## config.mk

```make
export PLATFORM = sky130hd
export DESIGN_NAME = rf_alu_sequencer
export DESIGN_NICKNAME = d
export VERILOG_FILES = /design/src/rtl/rf_pkg.sv /design/src/rtl/rf_alu.sv /design/src/rtl/rf_alu_sequencer.sv
export SDC_FILE = /design/constraint.sdc
export NUM_CORES = 1
export LEC_CHECK = 0
export ABC_CLOCK_PERIOD_IN_PS = 3400
export CAP_MARGIN = 30
export CORE_UTILIZATION = 49
export CTS_CLUSTER_DIAMETER = 150
export CTS_CLUSTER_SIZE = 12
export DETAILED_ROUTE_END_ITERATION = 16
export GPL_TIMING_DRIVEN = 0
export PLACE_DENSITY = 0.79
export SLEW_MARGIN = 15
export SYNTH_ARGS = -nofsm -noshare
export SYNTH_HDL_FRONTEND = slang
export SYNTH_HIERARCHICAL = 1
export SYNTH_SLANG_ARGS = --single-unit
```

## constraint.sdc

```tcl
create_clock -name i_clock -period 3.4 [get_ports i_clock]
set_input_delay 0.34 -clock i_clock [delete_from_list [all_inputs] [get_ports i_clock]]
set_output_delay 0.34 -clock i_clock [all_outputs]
set_load 0.005 [all_outputs]
```

## src/rtl/rf_pkg.sv

```systemverilog
// Shared definitions for the register-file ALU sequencer.
// Contents: default widths, 3-bit opcode constants, and the sequencer FSM state encoding.
// Ports: none (package only).
package rf_pkg;

  localparam int RF_DATA_WIDTH = 16;
  localparam int RF_ADDR_WIDTH = 2;

  localparam logic [2:0] OP_ADD   = 3'b000;
  localparam logic [2:0] OP_SUB   = 3'b001;
  localparam logic [2:0] OP_AND   = 3'b010;
  localparam logic [2:0] OP_OR    = 3'b011;
  localparam logic [2:0] OP_XOR   = 3'b100;
  localparam logic [2:0] OP_SHL1  = 3'b101;
  localparam logic [2:0] OP_SHR1  = 3'b110;
  localparam logic [2:0] OP_LOADI = 3'b111;

  typedef enum logic [1:0] {
    ST_IDLE  = 2'd0,
    ST_READ  = 2'd1,
    ST_EXEC  = 2'd2,
    ST_WRITE = 2'd3
  } state_t;

endpackage

```

## src/rtl/rf_alu.sv

```systemverilog
// Combinational ALU for the sequencer's EXEC stage.
// Ports: i_a/i_b operands, i_op opcode -> o_y result, o_carry (carry-out, borrow, or shifted-out bit).
// Latency: zero (purely combinational); LOADI is handled outside, so it yields 0 here.
module rf_alu
  import rf_pkg::*;
#(
  parameter int DATA_WIDTH = RF_DATA_WIDTH
) (
  input  logic [DATA_WIDTH-1:0] i_a,
  input  logic [DATA_WIDTH-1:0] i_b,
  input  logic [2:0]            i_op,
  output logic [DATA_WIDTH-1:0] o_y,
  output logic                  o_carry
);

  // One extra bit holds carry-out for ADD and borrow for SUB: the zero-extended
  // difference goes negative (MSB set) exactly when a < b unsigned.
  logic [DATA_WIDTH:0] w_sum;
  logic [DATA_WIDTH:0] w_diff;

  assign w_sum  = {1'b0, i_a} + {1'b0, i_b};
  assign w_diff = {1'b0, i_a} - {1'b0, i_b};

  always_comb begin
    o_y     = '0;
    o_carry = 1'b0;
    case (i_op)
      OP_ADD:  begin o_y = w_sum[DATA_WIDTH-1:0];  o_carry = w_sum[DATA_WIDTH];  end
      OP_SUB:  begin o_y = w_diff[DATA_WIDTH-1:0]; o_carry = w_diff[DATA_WIDTH]; end
      OP_AND:  o_y = i_a & i_b;
      OP_OR:   o_y = i_a | i_b;
      OP_XOR:  o_y = i_a ^ i_b;
      OP_SHL1: begin o_y = {i_a[DATA_WIDTH-2:0], 1'b0}; o_carry = i_a[DATA_WIDTH-1]; end
      OP_SHR1: begin o_y = {1'b0, i_a[DATA_WIDTH-1:1]}; o_carry = i_a[0];            end
      default: begin o_y = '0; o_carry = 1'b0; end
    endcase
  end

endmodule

```

## src/rtl/rf_alu_sequencer.sv

```systemverilog
// Sole write master of the 4x16 register file: accepts one reg-to-reg command per handshake,
// reads sources, runs the ALU, and writes back. Ports: i_cmd_* command handshake in,
// o_read_address*/i_read_data* RF read ports, o_write_* RF write port, o_done/o_result/o_carry/o_zero status.
// Latency: write 3 cycles after acceptance (1 for LOADI); o_cmd_ready high only in IDLE, so upstream holds.
module rf_alu_sequencer
  import rf_pkg::*;
#(
  parameter int DATA_WIDTH = RF_DATA_WIDTH,
  parameter int ADDR_WIDTH = RF_ADDR_WIDTH
) (
  input  logic                  i_clock,
  input  logic                  i_reset,
  input  logic                  i_cmd_valid,
  output logic                  o_cmd_ready,
  input  logic [2:0]            i_cmd_op,
  input  logic [ADDR_WIDTH-1:0] i_cmd_rd,
  input  logic [ADDR_WIDTH-1:0] i_cmd_rs1,
  input  logic [ADDR_WIDTH-1:0] i_cmd_rs2,
  input  logic [DATA_WIDTH-1:0] i_cmd_imm,
  output logic [ADDR_WIDTH-1:0] o_read_address1,
  output logic [ADDR_WIDTH-1:0] o_read_address2,
  input  logic [DATA_WIDTH-1:0] i_read_data1,
  input  logic [DATA_WIDTH-1:0] i_read_data2,
  output logic                  o_write_enable,
  output logic [ADDR_WIDTH-1:0] o_write_address,
  output logic [DATA_WIDTH-1:0] o_write_data,
  output logic                  o_done,
  output logic [DATA_WIDTH-1:0] o_result,
  output logic                  o_carry,
  output logic                  o_zero
);

  state_t                  r_state;
  state_t                  w_next_state;
  logic                    w_accept;
  logic [2:0]              r_op;
  logic [ADDR_WIDTH-1:0]   r_rd;
  logic [ADDR_WIDTH-1:0]   r_rs1;
  logic [ADDR_WIDTH-1:0]   r_rs2;
  logic [DATA_WIDTH-1:0]   r_a;
  logic [DATA_WIDTH-1:0]   r_b;
  logic [DATA_WIDTH-1:0]   r_result;
  logic                    r_carry;
  logic                    r_zero;
  logic [DATA_WIDTH-1:0]   w_alu_y;
  logic                    w_alu_carry;

  rf_alu #(.DATA_WIDTH(DATA_WIDTH)) u_alu (
    .i_a     (r_a),
    .i_b     (r_b),
    .i_op    (r_op),
    .o_y     (w_alu_y),
    .o_carry (w_alu_carry)
  );

  always_ff @(posedge i_clock) begin
    if (i_reset) r_state <= ST_IDLE;
    else         r_state <= w_next_state;
  end

  // Ready is gated by reset so it reads 0 during reset even before the first edge settles state.
  always_comb begin
    w_next_state   = r_state;
    o_cmd_ready    = 1'b0;
    o_write_enable = 1'b0;
    o_done         = 1'b0;
    w_accept       = 1'b0;
    case (r_state)
      ST_IDLE: begin
        o_cmd_ready = ~i_reset;
        w_accept    = i_cmd_valid & ~i_reset;
        if (w_accept) w_next_state = (i_cmd_op == OP_LOADI) ? ST_WRITE : ST_READ;
      end
      ST_READ:  w_next_state = ST_EXEC;
      ST_EXEC:  w_next_state = ST_WRITE;
      ST_WRITE: begin
        o_write_enable = 1'b1;
        o_done         = 1'b1;
        w_next_state   = ST_IDLE;
      end
      default:  w_next_state = ST_IDLE;
    endcase
  end

  always_ff @(posedge i_clock) begin
    if (i_reset) begin
      r_op     <= '0;
      r_rd     <= '0;
      r_rs1    <= '0;
      r_rs2    <= '0;
      r_a      <= '0;
      r_b      <= '0;
      r_result <= '0;
      r_carry  <= 1'b0;
      r_zero   <= 1'b0;
    end else begin
      if (w_accept) begin
        r_op  <= i_cmd_op;
        r_rd  <= i_cmd_rd;
        r_rs1 <= i_cmd_rs1;
        r_rs2 <= i_cmd_rs2;
        // LOADI skips READ/EXEC, so its flags are committed at acceptance.
        if (i_cmd_op == OP_LOADI) begin
          r_result <= i_cmd_imm;
          r_carry  <= 1'b0;
          r_zero   <= (i_cmd_imm == '0);
        end
      end
      if (r_state == ST_READ) begin
        r_a <= i_read_data1;
        r_b <= i_read_data2;
      end
      if (r_state == ST_EXEC) begin
        r_result <= w_alu_y;
        r_carry  <= w_alu_carry;
        r_zero   <= (w_alu_y == '0);
      end
    end
  end

  assign o_read_address1 = r_rs1;
  assign o_read_address2 = r_rs2;
  assign o_write_address = r_rd;
  assign o_write_data    = r_result;
  assign o_result        = r_result;
  assign o_carry         = r_carry;
  assign o_zero          = r_zero;

endmodule
```

======== Word level (Yosys, flattened, before mapping) ========
Index checks and enable logic that the tools add are counted.
cells by class
  shift-type cells ........................ 0
  $lt $le $gt $ge ......................... 0
  mux-type cells .......................... 17
  equal/unequal tests ..................... 11
  bitwise operators ....................... 5
  div/mod/pow operators ................... 0
  $mul .................................... 0
  add/subtract/negate cells ............... 2
  reductions and logical operators ........ 7
operators by type and width
  operator              count
  $pmux W16 S7          1
  $mux W16              3
  $logic_not A16 Y1     2
  $add A16 B16 Y17      1
  $sub A16 B16 Y17      1
  $and A16 B16 Y16      1
  $or A16 B16 Y16       1
  $xor A16 B16 Y16      1
  $eq A3 B3 Y1 const B  4
  $mux W1               9
  $pmux W2 S4           1
  $eq A3 B2 Y1 const B  2
  $eq A2 B2 Y1 const B  2
  $mux W2               2
  $pmux W1 S4           1
  $reduce_bool A2 Y1    2
  $eq A3 B1 Y1 const B  1
  $logic_not A3 Y1      1
  $eq A2 B1 Y1 const B  1
  $logic_not A2 Y1      1
  $ne A2 B2 Y1 const B  1
  $reduce_and A2 Y1     1
  $and A1 B1 Y1         1
  $not A1 Y1            1
word-level totals
  flip-flop bits (word level) ............. 61
  latch bits .............................. 0
  memories ................................ 0
  output and inout bits ................... 43
  RAM bits ................................ 0
  logic and storage cells ................. 52
  ROM bits ................................ 0

======== Logic depth before layout (Yosys ltp) ========
Gate-level depths: netlist of the first run.
  depth after elaboration ................. 5
  gate-level depth with buffers ........... 14
  gate-level depth less buffers ........... 14

======== By module ========
Netlist of the first run, hierarchy kept.
modules (own cells, without submodules)
  module            area each (um^2)  cells each  sequential area each (um^2)  times used
  rf_alu            2815.2            420         0.0                          1
  rf_alu_sequencer  2705.1            270         1221.2                       1

======== Worst setup path after synthesis of the first run ========
No wires, ideal clock.
  path kind ............................... flip-flop to flip-flop
  from .................................... reg r_a[0]
  to ...................................... reg r_zero, in the netlist o_zero
  setup slack ............................. 0.097 ns
  stages on the path, launching flop included .. 14
  arrival ................................. 3.215 ns
  clock period less this slack ............ 3.303 ns
  cell sequence ........................... dfxtp_1 ha_1 fa_1 a21oi_1 nor2_1 a311o_1 a21oi_1 o21ai_0 a221oi_1 o21ai_0 or4b_1 nor3_1 nand4_1 a311oi_2
on the way
  word-level cells in the longest chain between the ends .. 4
  elaborated cells between the ends (all ways) .. 8
RTL lines
  item                                                         RTL line                    source
  start, declared                                              rf_alu_sequencer.sv:40      logic [DATA_WIDTH-1:0] r_a;
  start signal, assigned                                       rf_alu_sequencer.sv:110     r_a <= i_read_data1;
  $sub A16 B16 Y17 / $add A16 B16 Y17 (equally long branches)  rf_alu.sv:22, rf_alu.sv:21
  $pmux W16 S7 *                                               rf_alu.sv:27                case (i_op)
  net w_alu_y[12]                                              rf_alu_sequencer.sv:45      logic [DATA_WIDTH-1:0] w_alu_y;
  $logic_not A16 Y1 *                                          rf_alu_sequencer.sv:116     r_zero <= (w_alu_y == '0);
  $mux W1 *                                                    rf_alu_sequencer.sv:113     if (r_state == ST_EXEC) begin
  end signal, assigned                                         rf_alu_sequencer.sv:106     r_zero <= (i_cmd_imm == '0);
  end signal, assigned                                         rf_alu_sequencer.sv:116
  end, declared                                                rf_alu_sequencer.sv:44      logic r_zero;
Mark *: on every way through the listed nets, which the timed path passes. The rest lies on a longest branch.
A chain may end at the register's enable or synchronous reset.

======== Final worst setup path of the first run ========
  from .................................... reg r_b[0]
  to ...................................... reg r_zero, in the netlist o_zero
on the way
  word-level cells in the longest chain between the ends .. 4
  elaborated cells between the ends (all ways) .. 8
RTL lines
  item                                                         RTL line                    source
  start, declared                                              rf_alu_sequencer.sv:41      logic [DATA_WIDTH-1:0] r_b;
  start signal, assigned                                       rf_alu_sequencer.sv:111     r_b <= i_read_data2;
  $sub A16 B16 Y17 / $add A16 B16 Y17 (equally long branches)  rf_alu.sv:22, rf_alu.sv:21
  $pmux W16 S7 *                                               rf_alu.sv:27
  net w_alu_y[12]                                              rf_alu_sequencer.sv:45
  $logic_not A16 Y1 *                                          rf_alu_sequencer.sv:116
  $mux W1 *                                                    rf_alu_sequencer.sv:113
Marked as above.

==> impl_metrics.toml, run 1 <==
[status]
outcome = "complete, but fails checks"
violations = "negative setup slack"

[cells_and_area]
final_common_cell = "clkdlybuf4s50_1"
antennaDiodeCount = 0
finalNetCount = 947
final_cell_mix = "clkdlybuf4s50_1 (102), nor2_1 (92), mux2i_1 (68), buf_4 (57), ha_1 (48)"
fin_area_um2 = 7450
drive_gt1_frac = 0.207
final_cells = 976
syn_to_final_growth_pct = 35.0

[detailed_routing]
vias = 5650
wirelength_um = 18700
drc_errors = 0
wl_per_cell_um = 19.2
drt_iter0_markers = 464
drtPass1Iterations = 5
ant_nets = 0
via_per_inst = 5.79

[hold_path]
worstHoldStart = "o_read_address1[1]"
hold_end = "o_read_address1[1]"
min_path_cells = 2
hp-class = "reg -> reg"

[synthesis]
netlist_instances = 690
synth-seq-area-share = 0.221
syn_avg_cell_area_um2 = 8.00
syn_area_um2 = 5520
synth_nets = 806
synth.distinct_cells = 71
ys_seq_elements = 61
yosysWarnings = 6
async_flop_share = 0
synth_edf_count = 0
ys.flop_type = "dfxtp_1"

[sta]
clock_skew_ns = 0.0153
slew_headroom = 0.400
fin_ws_ns = -0.105
hold_viol = 0
hold_slack_ns = 0.484
worstMarginPinSlew_ns = 0.894
grt_setup_unrepaired = "yes"
period_share = 1.03
fin_tns_setup_ns = -0.119
min_period_ns = 3.51
fmax_mhz = 285
maxSlewViolCount = 0
finalSetupViolCount = 2

[setup_path]
crit_chain = "ha_4 > fa_2 > a21oi_2 > nor2_2 > a311o_1 > a21oi_2 > o21ai_2 > a221oi_2 > o21ai_1 > or4b_4 > nor3_4 > nand4_1 > a311oi_2"
cp_top_family = "compound AO/OA/AOI/OAI gates"
cpPeakStageDelay_ns = 0.52
cp-end-kind = "flip-flop"
cp.required_ns = 3.70
r2r-end = "o_zero"
cp_num_buf_inv = 0
critPathSlowestCell = "or4b_4"
path_class = "reg -> reg"
r2r_slack_ns = -0.11
worstPathMaxFanout = 4
crit_path_frequent_cell = "a21oi_2"
cp_data_arrival_time_ns = 3.80
r2r_start = "r_b[0]"
cp-start-kind = "flip-flop"
r2r_cells = 13

[global_routing]
grt_pass1_vias = 5512
grt_max_degree = 14
grt-ovfl-total = 0
grtUsageTotal = 0.324
grt_pass1_wl_um = 28700
antenna_found_initial = 0

[power_and_ir_drop]
p_leak_uw = 0.00287
ir_worst_vdd_mv = 0.387
p_per_area_nw_per_um2 = 603

[cts]
cts_made_buffers = 9
clk_latency_ns = 0.38
cts_tree = "done"
holdBufCountCts = 0
cts.sinks = 61
cts_buffer_depth = 2
clkTransAtPathRegs_ns = 0.09
cts-root-buf = "clkbuf_8"
htree_levels = 3

[floorplanning]
initial_core_util = 0.507
core_area_um2 = 10900
rows = 38
die_h_um = 108
die_w_um = 108
dieArea_um2 = 11700
pin_count = 103

[placement]
place_area_um2 = 6720
place.gp.congestion = 0.899
dp.cells = 932
port_buffers = 102
dp_hpwl_um = 13600

[flow_run]
cap_violations = 0
-- cell usage after synthesis (3+ instances only) --
| library cell | instances | share of area |
|---|---|---|
| o31ai_1 | 7 | 0.0095 |
| clkbuf_1 | 18 | 0.012 |
| o211ai_1 | 6 | 0.0082 |
| a211oi_1 | 5 | 0.0068 |
| mux2_2 | 3 | 0.0061 |
| a211oi_2 | 17 | 0.039 |
| nand2b_1 | 14 | 0.016 |
| buf_1 | 4 | 0.0027 |
| nand2_1 | 39 | 0.027 |
| ha_1 | 54 | 0.12 |
| o211a_1 | 3 | 0.0054 |
| nor2_1 | 94 | 0.064 |
| a21oi_1 | 38 | 0.034 |
| buf_6 | 3 | 0.0061 |
| nand4_1 | 3 | 0.0034 |
| buf_4 | 25 | 0.034 |
| dfxtp_1 | 61 | 0.22 |
| o21a_1 | 4 | 0.0054 |
| nor3_1 | 10 | 0.0091 |
| o221ai_1 | 9 | 0.014 |
| nor4_1 | 7 | 0.0079 |
| o21bai_1 | 4 | 0.0054 |
| o21ai_0 | 42 | 0.038 |
| a22oi_1 | 6 | 0.0082 |
| inv_1 | 49 | 0.033 |
| nand3_1 | 6 | 0.0054 |
| o22ai_1 | 7 | 0.0079 |
| buf_2 | 10 | 0.0091 |
| a31oi_1 | 7 | 0.0079 |
| xnor2_1 | 9 | 0.014 |
| mux2i_1 | 69 | 0.13 |
| nor2b_1 | 11 | 0.012 |
-- final cells by class --
class	instances	area (µm²)
multi-input combinational	516	4010
clock inverter	7	56.3
tap	140	175
inverter	51	198
fill	900	3440
buffer	61	384
timing repair buffer	131	1240
clock buffer	9	124
sequential	61	1270
-- routing by layer --
layer	GRT usage	up-vias	part of all wire
met1	0.397	2639	0.41
met2	0.548	281	0.48
li1	-	2695	-
met5	0	-	0
met4	0.158	0	0.033
met3	0.0542	35	0.079
-- what timing repair did --
item                       CTS  global route
buffers inserted            21             8
hold endpoints to repair     0             0
resized for setup           66            32
setup endpoints to repair    2             5
pin swaps                   20            21
-- state kept, by name, summed over array words and instances, names as in the netlist, 2 cells and up --
name,cells
o_write_address,2
o_read_address2,2
r_state,2
r_op,3
r_b,16
o_read_address1,2
r_a,16
o_result,16
-- worst register-to-register path, stage by stage (launching register included) --
cell and delay [ns]:
dfxtp_4 0.38, ha_4 0.18, fa_2 0.37, a21oi_2 0.18
nor2_2 0.06, a311o_1 0.40, a21oi_2 0.24, o21ai_2 0.11
a221oi_2 0.29, o21ai_1 0.14, or4b_4 0.52, nor3_4 0.15
nand4_1 0.12, a311oi_2 0.28
-- worst max path at each step --
stage	from	endpoint	slack, ns	cells past startpoint
2_1_floorplan	r_a[0]	o_zero	0.1	13
3_5_place_dp	r_a[11]	o_zero	-0.74	14
3_3_place_gp	r_a[11]	o_zero	-0.74	14
5_1_grt	r_b[0]	o_zero	-0.19	13
6_report	r_b[0]	o_zero	-0.11	13
4_1_cts	r_b[0]	o_zero	-0.04	13
-- kinds of logic (layout without fill, tap and decap cells) --
kind of cell | count (synthesis) | in the layout | share of synthesized area
compound gates | 179 | 179 | 0.232
xor+xnor | 9 | 9 | 0.0143
fa+ha+maj | 56 | 56 | 0.130
buf+inv | 113 | 259 | 0.102
flops | 61 | 61 | 0.221
mux | 73 | 73 | 0.135
simple gates | 199 | 199 | 0.165
-- stage by stage --
stage          setup WS (ns)   util  power [µW]
2_1_floorplan         0.0969      -        2530
3_3_place_gp          -0.737  0.617        3280
3_5_place_dp          -0.741  0.617        3310
4_1_cts              -0.0411  0.669        4280
5_1_grt               -0.188  0.684        4750
6_report              -0.105  0.684        4490
-- power breakdown --
group	switching [µW]	internal [µW]	leakage [µW]
Sequential	146	854	0.000510
Combinational	1480	1370	0.00227
Clock	366	273	0.0000906
Total	1990	2500	0.00287
No activity file was read; power rests on OpenSTA's default activity.
==> run 2: changes to the inputs <==
--- a/config.mk
+++ b/config.mk
@@ -9,7 +9,7 @@
 export CAP_MARGIN = 30
 export CORE_UTILIZATION = 49
 export CTS_CLUSTER_DIAMETER = 150
-export CTS_CLUSTER_SIZE = 12
+export CTS_CLUSTER_SIZE = 28
 export DETAILED_ROUTE_END_ITERATION = 16
 export GPL_TIMING_DRIVEN = 0
 export PLACE_DENSITY = 0.79
==> results of run 2 <==
Final layout, timing and power as in run 1 (identical DEF).
==> run 3: changes to the inputs <==
--- a/config.mk
+++ b/config.mk
@@ -12,7 +12,7 @@
 export CTS_CLUSTER_SIZE = 28
 export DETAILED_ROUTE_END_ITERATION = 16
 export GPL_TIMING_DRIVEN = 0
-export PLACE_DENSITY = 0.79
+export PLACE_DENSITY = 0.77
 export SLEW_MARGIN = 15
 export SYNTH_ARGS = -nofsm -noshare
 export SYNTH_HDL_FRONTEND = slang
==> run 3 against run 2 <==
The run still ends with negative setup slack left. Non-clock buffer count is 11 lower. Register-to-register slack better by 0.06 ns. First-iteration DRC count is 20% lower. Routed wire length fell by 1.4%. Global-route usage up 0.098 points. Combinational power shrank 6%. Setup slack gained 0.062 ns.
==> impl_metrics.toml, run 3 (same netlist as run 1, synthesis figures left out) <==
[cells_and_area]
final_cells = 965
final_cell_mix = "clkdlybuf4s50_1 (102), nor2_1 (93), mux2i_1 (69), ha_1 (48)"
multi_input_area_um2 = 3950
finalNetCount = 936
antennaDiodeCount = 0
syn_to_final_growth_pct = 32.3
n_fill_cell = 921
regArea_um2 = 1250
drive_gt1_frac = 0.183
fin_area_um2 = 7300
final_common_cell = "clkdlybuf4s50_1"

[detailed_routing]
wirelength_um = 18500
drc_errors = 0
ant_nets = 0
via_per_inst = 5.81
wl_per_cell_um = 19.1
drt_iter0_markers = 372
vias = 5611
drtPass1Iterations = 5

[sta]
clock_skew_ns = 0.0171
hold_viol = 0
fmax_mhz = 290
maxSlewViolCount = 0
fin_ws_ns = -0.0434
grt_setup_unrepaired = "yes"
min_period_ns = 3.44
slew_headroom = 0.336
period_share = 1.01
finalSetupViolCount = 1
worstMarginPinSlew_ns = 0.989

[cts]
cts_made_buffers = 9
cts.sinks = 61
htree_levels = 3
cts-root-buf = "clkbuf_8"
clkTransAtPathRegs_ns = 0.08
cts_buffer_depth = 2
clk_latency_ns = 0.37
cts_tree = "done"

[setup_path]
worstPathMaxFanout = 10
cp-start-kind = "flip-flop"
cpPeakStageDelay_ns = 0.57
cp-end-kind = "flip-flop"
cp.required_ns = 3.68
crit_chain = "buf_4 > buf_4 > clkbuf_1 > clkbuf_1 > o22ai_1 > a22oi_1 > nand3_1 > or4b_1 > nor3_2 > nand4_1 > a311oi_2"
cp_data_arrival_time_ns = 3.72
path_class = "reg -> reg"
critPathSlowestCell = "clkbuf_1"

[placement]
place_area_um2 = 6720
place.gp.congestion = 0.888
dp_hpwl_um = 13700
port_buffers = 102
pre_cts_ws_ns = -0.665
dp.cells = 932

[status]
outcome = "complete, but fails checks"
violations = "negative setup slack"

[floorplanning]
initial_core_util = 0.507
core_area_um2 = 10900
die_h_um = 108
dieArea_um2 = 11700
rows = 38
die_w_um = 108
pin_count = 103

[global_routing]
antenna_found_initial = 0
grt_pass1_wl_um = 28800
grtUsageTotal = 0.325
grt_pass1_vias = 5472
grt_max_degree = 13
grt-ovfl-total = 0

[power_and_ir_drop]
p_per_area_nw_per_um2 = 600
p_leak_uw = 0.00281
ir_worst_vdd_mv = 0.369

[flow_run]
cap_violations = 0

[hold_path]
hp-class = "reg -> reg"
run 3: cell types whose count changed in the layout (fill, tap and decap cells not counted), sizes merged:
| cell | before | now |
|---|---|---|
| clkbuf | 27 | 29 |
| clkinvlp | 2 | 1 |
| bufinv | 0 | 1 |
| buf | 72 | 60 |
| inv | 52 | 51 |
run 3: worst paths after layout:
path | startpoint | depth (start not counted) | slack (ns) | to
setup reg to reg | r_op[0] | 11 | -0.04 | o_zero
hold / removal | o_write_address[0] | 2 | 0.48 | o_write_address[0]
hold reg to reg | o_write_address[0] | 2 | 0.48 | o_write_address[0]
setup / recovery | r_op[0] | 11 | -0.04 | o_zero
run 3: layout make-up:
cell class	instances	area share
Buffer	61	0.0521
Clock buffer	10	0.0175
Clock inverter	6	0.00994
Inverter	51	0.0262
Multi-Input combinational cell	516	0.541
Sequential cell	61	0.171
Tap cell	140	0.0240
Timing Repair Buffer	120	0.158
run 3: through the flow:
step | util | power (µW) | TNS [ns] | hold WS [ns]
final | 0.671 | 4380 | -0.0434 | 0.479
after CTS | 0.668 | 4320 | -0.0130 | 0.483
after detailed placement | 0.617 | 3310 | -0.802 | 0.465
after floorplan | - | 2530 | 0 | 0.449
after global placement | 0.617 | 3270 | -0.816 | 0.461
after global routing | 0.671 | 4640 | -0.106 | 0.499
run 3: report_power, final:
part           internal (µW)  switching (µW)
Combinational           1260            1430
Sequential               851             145
Clock                    345             349
Total                   2460            1920
run 3: per-layer routing:
| layer | routed length [µm] | share of wire | track usage |
|---|---|---|---|
| met5 | 0 | 0 | 0 |
| met4 | 527 | 0.029 | 0.124 |
| met3 | 1410 | 0.077 | 0.0711 |
| met2 | 8580 | 0.46 | 0.548 |
| met1 | 7940 | 0.43 | 0.402 |
run 3: critical path: cells and delay by family, from the launching register on:
family | cells | cell delay, ns
buf+inv | 4 | 1.41
simple gates | 4 | 0.96
compound gates | 3 | 0.60
flops | 1 | 0.36
run 3: timing repair:
action	CTS	global route
hold buffers	0	0
pin swaps	24	6
endpoints found under the setup margin	4	4
gates resized for setup	63	8
buffers inserted	18	0
endpoints found under the hold margin	0	0
